--- src/rtl/riscv_pkg.sv ---
// Shared RV32 constants: canonical NOP, base opcodes and the fetch FSM state encoding.
package riscv_pkg;

    localparam logic [31:0] NOP_INST = 32'h0000_0013;

    localparam logic [6:0] OP_IMM = 7'b0010011;
    localparam logic [6:0] LOAD   = 7'b0000011;
    localparam logic [6:0] STORE  = 7'b0100011;
    localparam logic [6:0] BRANCH = 7'b1100011;
    localparam logic [6:0] JAL    = 7'b1101111;
    localparam logic [6:0] JALR   = 7'b1100111;
    localparam logic [6:0] LUI    = 7'b0110111;
    localparam logic [6:0] AUIPC  = 7'b0010111;

    typedef enum logic [1:0] {
        S_IDLE = 2'd0,
        S_REQ  = 2'd1,
        S_WAIT = 2'd2,
        S_HOLD = 2'd3
    } fetch_state_t;

endpackage

--- src/rtl/fetch_stage.sv ---
// Instruction fetch: one outstanding imem request, IF/ID register, 1 instr / 2 cycles at zero wait.
// Decode stall parks a late response in a one-entry hold buffer; redirect drops in-flight responses.
module fetch_stage
    import riscv_pkg::fetch_state_t, riscv_pkg::S_IDLE, riscv_pkg::S_REQ,
           riscv_pkg::S_WAIT, riscv_pkg::S_HOLD;
#(
    parameter logic [31:0] RESET_PC = 32'h0000_0000,
    parameter logic [31:0] NOP_INST = 32'h0000_0013
) (
    input  logic        clk,
    input  logic        rst_n,
    output logic        imem_req,
    output logic [31:0] imem_addr,
    input  logic        imem_gnt,
    input  logic        imem_rvalid,
    input  logic [31:0] imem_rdata,
    input  logic        stall_i,
    input  logic        flush_i,
    input  logic        redirect_i,
    input  logic [31:0] redirect_pc_i,
    output logic        if_valid_o,
    output logic [31:0] if_inst_o,
    output logic [31:0] if_pc_o
);

    fetch_state_t r_state;
    logic [31:0]  r_pc;
    logic [31:0]  r_req_pc;
    logic         r_drop;
    logic [31:0]  r_hold_inst;
    logic [31:0]  r_hold_pc;
    logic         r_if_valid;
    logic [31:0]  r_if_inst;
    logic [31:0]  r_if_pc;

    logic [31:0]  w_redirect_pc;
    logic         w_slot_free;
    logic         w_rsp_take;
    logic         w_load_new;
    logic         w_capture;
    logic         w_load_hold;
    logic         w_squash;

    assign w_redirect_pc = redirect_pc_i & ~32'd3;
    assign w_squash      = redirect_i | flush_i;
    assign w_slot_free   = !r_if_valid || !stall_i;

    // A response survives only if not marked stale and not squashed in its arrival cycle.
    assign w_rsp_take  = (r_state == S_WAIT) && imem_rvalid && !r_drop && !w_squash;
    assign w_load_new  = w_rsp_take && w_slot_free;
    assign w_capture   = w_rsp_take && !w_slot_free;
    assign w_load_hold = (r_state == S_HOLD) && !stall_i && !w_squash;

    always_ff @(posedge clk or negedge rst_n) begin
        if (!rst_n) begin
            r_state  <= S_IDLE;
            r_pc     <= RESET_PC;
            r_req_pc <= RESET_PC;
            r_drop   <= 1'b0;
        end else begin
            case (r_state)
                S_IDLE: r_state <= S_REQ;
                S_REQ: begin
                    if (imem_gnt) begin
                        r_req_pc <= r_pc;
                        r_pc     <= r_pc + 32'd4;
                        r_drop   <= redirect_i;
                        r_state  <= S_WAIT;
                    end
                end
                S_WAIT: begin
                    if (imem_rvalid) begin
                        r_drop  <= 1'b0;
                        r_state <= w_capture ? S_HOLD : S_REQ;
                    end else if (redirect_i) begin
                        r_drop  <= 1'b1;
                    end
                end
                S_HOLD: begin
                    if (w_squash || !stall_i) begin
                        r_state <= S_REQ;
                    end
                end
                default: r_state <= S_IDLE;
            endcase
            if (redirect_i) begin
                r_pc <= w_redirect_pc;
            end
        end
    end

    always_ff @(posedge clk or negedge rst_n) begin
        if (!rst_n) begin
            r_hold_inst <= NOP_INST;
            r_hold_pc   <= RESET_PC;
        end else if (w_capture) begin
            r_hold_inst <= imem_rdata;
            r_hold_pc   <= r_req_pc;
        end
    end

    // IF/ID: squash beats load, load beats stall-hold; PC is kept across bubbles.
    always_ff @(posedge clk or negedge rst_n) begin
        if (!rst_n) begin
            r_if_valid <= 1'b0;
            r_if_inst  <= NOP_INST;
            r_if_pc    <= RESET_PC;
        end else if (w_squash) begin
            r_if_valid <= 1'b0;
            r_if_inst  <= NOP_INST;
        end else if (w_load_new) begin
            r_if_valid <= 1'b1;
            r_if_inst  <= imem_rdata;
            r_if_pc    <= r_req_pc;
        end else if (w_load_hold) begin
            r_if_valid <= 1'b1;
            r_if_inst  <= r_hold_inst;
            r_if_pc    <= r_hold_pc;
        end else if (!(stall_i && r_if_valid)) begin
            r_if_valid <= 1'b0;
            r_if_inst  <= NOP_INST;
        end
    end

    assign imem_req   = (r_state == S_REQ);
    assign imem_addr  = r_pc;
    assign if_valid_o = r_if_valid;
    assign if_inst_o  = r_if_inst;
    assign if_pc_o    = r_if_pc;

endmodule

--- config.mk ---
export PLATFORM = sky130hd
export DESIGN_NAME = fetch_stage
export DESIGN_NICKNAME = d
export VERILOG_FILES = /design/src/rtl/riscv_pkg.sv /design/src/rtl/fetch_stage.sv
export SDC_FILE = /design/constraint.sdc
export NUM_CORES = 1
export LEC_CHECK = 0
export ABC_AREA = 1
export CAP_MARGIN = 20
export CELL_PAD_IN_SITES_DETAIL_PLACEMENT = 1
export CELL_PAD_IN_SITES_GLOBAL_PLACEMENT = 2
export CORE_UTILIZATION = 30
export DETAILED_ROUTE_END_ITERATION = 16
export PLACE_DENSITY = 0.88
export SLEW_MARGIN = 20
export SYNTH_ARGS = -nofsm -noshare
export SYNTH_HDL_FRONTEND = slang
export SYNTH_SLANG_ARGS = --single-unit
export TNS_END_PERCENT = 20
--- constraint.sdc ---
create_clock -name clk -period 2 [get_ports clk]
set_clock_uncertainty 0.1 [all_clocks]
set_input_delay 0.4 -clock clk [delete_from_list [all_inputs] [get_ports clk]]
set_output_delay 0.4 -clock clk [all_outputs]
set_load 0.02 [all_outputs]
# Yosys cells after proc, flatten, opt, wreduce, memory -nomap -nowiden
# Cells that the tools add are included.
totals:
  out_inout_bits: 98
  wordCells: 67
  reg_bits: 196
  in_bits: 71
classes:
  n_reduce_logical: 25
  n_eq_ne: 8
  muxes: 22
  addsub: 1
  bitwise: 2
op_table:
  columns: ["cell", "n"]
  rows:
  - ["$mux W32", 9]
  - ["$add A32 B3 Y32 const B", 1]
  - ["$logic_and A1 B1 Y1", 8]
  - ["$mux W2", 4]
  - ["$pmux W2 S4", 1]
  - ["$reduce_bool A2 Y1", 4]
  - ["$mux W1", 7]
  - ["$reduce_and A2 Y1", 3]
  - ["$reduce_and A3 Y1", 2]
  - ["$logic_not A1 Y1", 5]
  - ["$eq A2 B2 Y1 const B", 2]
  - ["$ne A2 B1 Y1 const B", 2]
  - ["$ne A4 B4 Y1 const B", 1]
  - ["$ne A3 B3 Y1 const B", 1]
  - ["$eq A2 B1 Y1 const B", 1]
  - ["$logic_not A2 Y1", 1]
  - ["$logic_or A1 B1 Y1", 2]
  - ["$ne A2 B2 Y1 const B", 1]
  - ["$pmux W1 S2", 1]
  - ["$not A1 Y1", 1]
  - ["$or A1 B1 Y1", 1]

# Logic depth before layout (Yosys ltp)
depth:
  depth_word: 8
  ltp_mapped: 11
  mapped_depth_nobuf: 9

# Worst setup path after synthesis
# No wires, ideal clock.
synth_path:
  path_kind: "reg-to-reg"
  start: "reg r_state[1]"
  end: "reg r_pc[14] (netlist: imem_addr[14])"
  n_path_buf: 1
  setup_slack_ns: 0.166
  arrival_ns: 1.665
  stages_incl_launch_ff: 10
  period_less_slack_ns: 1.834
  setup_ns: 0.069
  required_time_ns: 1.831
  cell_sequence: "dfrtp_1 -> inv_1 -> ha_1 -> nand2_1 -> inv_1 -> nand2_1 -> inv_1 -> buf_2 -> nand3_1 -> nand3_1"
synth_between:
  elab_chain_len: 3
synth_lines:
  columns: ["element", "line", "rtl"]
  rows:
  - ["from (decl)", "fetch_stage.sv:26", "fetch_state_t r_state;"]
  - ["from (signal assigned)", "fetch_stage.sv:74", "r_state <= w_capture ? S_HOLD : S_REQ;"]
  - ["$eq A2 B1 Y1", null, null]
  - ["net imem_req", "fetch_stage.sv:12", "output logic imem_req,"]
  - ["$reduce_bool A2 Y1 (no line)", null, null]
  - ["$reduce_and A2 Y1 (no line)", null, null]
  - ["to (signal assigned)", "fetch_stage.sv:66", "r_pc <= r_pc + 32'd4;"]
  - ["to (signal assigned)", "fetch_stage.sv:87", "r_pc <= w_redirect_pc;"]
  - ["to (decl)", "fetch_stage.sv:27", "logic [31:0] r_pc;"]
# The timed path passes the listed nets, and every way through them passes these cells.
# A chain may end at the register's enable or synchronous reset.

# Final worst setup path
layout_path:
  start: "reg r_pc[22] (netlist: imem_addr[22])"
  end: "out imem_addr[22]"
layout_lines:
  columns: ["element", "line", "rtl"]
  rows:
  - ["to (decl)", "fetch_stage.sv:13", "output logic [31:0] imem_addr,"]
# No word-level cell between the ends.

==> results.md <==
- Die area: around 29000 µm²
- Total grt overflow: 0
- Met2 Use GR: 0.305
- Worst path cell trace: clkdlybuf4s50_1
- Total GRT Usage: 0.184
- Kind of critical path: flip-flop to output port
- Number of global-route vias before repair: approximately 8000
- Postcts setup bufs: 0
- CP max stage cell: clkdlybuf4s50_1
- Worst Path Arrival: 1.45 ns
- Vias: 7710
- Synth Cell Area: around 8600 µm²
- RSZ-0062 raised after global routing: false
- Peak Freq: 0.514 GHz
- Die Wd: 172 µm
- Input/output buffers: 162
- Antenna violations before repair: 0
- Drt wl/cell: 15.7 µm
- Crit path capture type: output port
- FF-to-FF setup slack: 0.15 ns
- TritonCTS sink count: 188
- HP Class: input pin to async pin
- Antenna Nets Post-Route: 0
- Yosys warns: 0
- Mean Syn Cell Area: roughly 8.1 µm²
- P_leak: 0.00562 µW
- Placement-stage cell area: about 11000 µm²
- WP data required: 1.50 ns
- Pin count of the biggest net entering global routing: 61
- Ant diodes: 0
- Count of state elements after synthesis: 188
- Tcrit/Tclk final: 0.973
- Hold slack: approximately 0.36 ns
- IO Count: 169
- Max_cap viols: 0
- Slew Limit Fails: 0
- Htree depth: 4
- Starting Density: 0.308
- Layout fillers: between 3000 and 4000
- Worst-path fanout max: 4
- Post-DP HPWL: 18800 µm
- VDD IR max: 566 µV
- Clock-pin slew on the worst setup and hold paths: 0.07 ns
- DRC: 0
- First-pass GRT wire length: 42100 µm
- Final instance area: 11800 µm²
- Gr busiest metal: met2
- Mapped Cells: ~1100
- TritonCTS clock tree: built
- Delay of the slowest critical-path stage: a little over 0.6 ns
- Area Overhead vs Synth: 36.4%
- Nets@finish: 1330
- CP bufs+invs: 1
- Cts bufs inserted: 17
- Starting DRC count in detailed routing: 409
- Core area: 28000 µm²
- Final GP Congestion: 0.783
- Setup ws final: ~0.054 ns
- Vert. Die Dim: 172 µm
- M1 GR Usage: 0.253
- Final count of hold timing violations: 0
- Status: completed
- Share of layout cells above drive strength 1: 0.0861
- Pre-CTS setup slack: -0.112 ns
- Min Tclk post-route: 1.95 ns
- Worst path top cell family by delay: buffers and inverters
- CP startpoint kind: flip-flop
- CTS Root Cell: clkbuf_16
- Final setup violation count: 0
- Register area share after synthesis: 0.546
- First-pass iteration count of the detailed router: 4
- Max clock buf depth: 2
- Netlist cell types: 28
- Row count: 61
- GR Util met3: 0.0320
- Clock Latency Late Sink: roughly 0.42 ns
- Drt total wl: approximately 26000 µm
- P per Cell Area: 1040 nW/µm²
- DR vias/cell: 4.69
-- cell families after synthesis --
logic type                 share of synthesized area
and+or+nand+nor                                0.221
AOI/OAI and AO/OA                              0.135
DFF                                            0.546
buffers and inverters                         0.0843
xor gates and xnor gates                     0.00508
adders and majority gates                    0.00725
other                                       0.000435
-- sequential cells by signal (all words and copies together), names as in the netlist --
| name | count |
|---|---|
| imem_addr | 30 |
| if_pc_o | 30 |
| if_valid_o | 1 |
| r_hold_pc | 30 |
| r_hold_inst | 32 |
| if_inst_o | 32 |
| r_req_pc | 30 |
| r_state | 2 |
| r_drop | 1 |
-- final timing paths --
kind | to | from | cells after the start
setup / recovery | imem_addr[22] | imem_addr[22] | 1
hold / removal | if_inst_o[9] | rst_n | 2
setup reg to reg | imem_addr[14] | r_state[1] | 9
hold reg to reg | r_hold_inst[1] | r_hold_inst[1] | 2
max in group asynchronous | if_inst_o[4] | rst_n | 3
min in group clk | r_hold_inst[1] | r_hold_inst[1] | 2
-- placed cells by master, fill, tap and decap left out, types with 2 or more instances in the layout --
master           instances
clkdlybuf4s50_1        124
o21bai_1                 3
and2_1                   2
inv_1                  115
nor2_2                   2
clkbuf_8                 4
clkinv_2                 2
buf_12                  16
o22ai_1                  4
dfrtp_1                182
o21ai_1                 29
clkbuf_16               17
inv_2                    5
ha_1                     5
xor2_1                   5
buf_4                   43
o211ai_1                32
o21ai_0                138
dlygate4sd2_1           28
conb_1                   4
bufinv_16                4
nor2_1                  51
nand2_1                338
nand3_1                 74
nor3_1                   5
clkinvlp_4               3
dlymetal6s2s_1           8
dfstp_2                  6
a21oi_1                  7
-- Yosys cell counts (all sizes together) --
master	count	share of area
o21bai	3	0.0026
nor3	6	0.0041
buf	29	0.021
nor2	54	0.024
o211ai	32	0.028
xor2	5	0.0051
nand2	338	0.15
o21ai	167	0.097
and2	2	0.0015
inv	121	0.053
o22ai	4	0.0029
conb	1	0.00043
a21oi	7	0.0041
dfrtp	182	0.53
o221ai	1	0.0010
dfstp	6	0.018
nand3	75	0.044
ha	5	0.0073
or2	1	0.00073
clkbuf	25	0.011
-- through the flow --
step           power [µW]  TNS (ns)   util  std cells
6_report            12200         0  0.420       1644
5_1_grt             12900         0  0.420       1644
4_1_cts             12400         0  0.419       1644
3_5_place_dp         8720     -5.76  0.397       1612
3_3_place_gp         8620     -2.24  0.397       1612
2_1_floorplan        6810         0      -       1067
-- worst reg2reg max path, delay by kind of cell, from the launching register on --
kind | cells | cell delay, ns
fa+ha+maj | 1 | 0.17
buf+inv | 4 | 0.58
flops | 1 | 0.42
simple gates | 4 | 0.46
-- power by group --
group	switching [µW]	total [µW]	internal, µW
clock	1460	3660	2190
sequential	650	5210	4560
combinational	1900	3320	1410
total	4010	12200	8160
-- repair_timing --
item	in CTS	in global routing
endpoints found under the hold margin	31	0
resized for setup	31	11
hold buffers	1	0
endpoints found under the setup margin	29	14
-- final cells by class --
cell class	instances	area (µm²)	area share
sequential	188	4710	0.401
multi-input combinational	704	3220	0.274
timing repair buffer	222	2260	0.193
tap	378	473	0.0402
clock buffer	21	470	0.0400
inverter	121	458	0.0389
clock inverter	10	163	0.0138
-- metal layers --
metal / wire length (µm) / vias to the layer above
li1: - / 3786
met1: 12400 / 3749
met2: 12000 / 167
met3: 1250 / 8
met4: 112 / 0
met5: 0 / -
No activity file was read; power rests on OpenSTA's default activity.
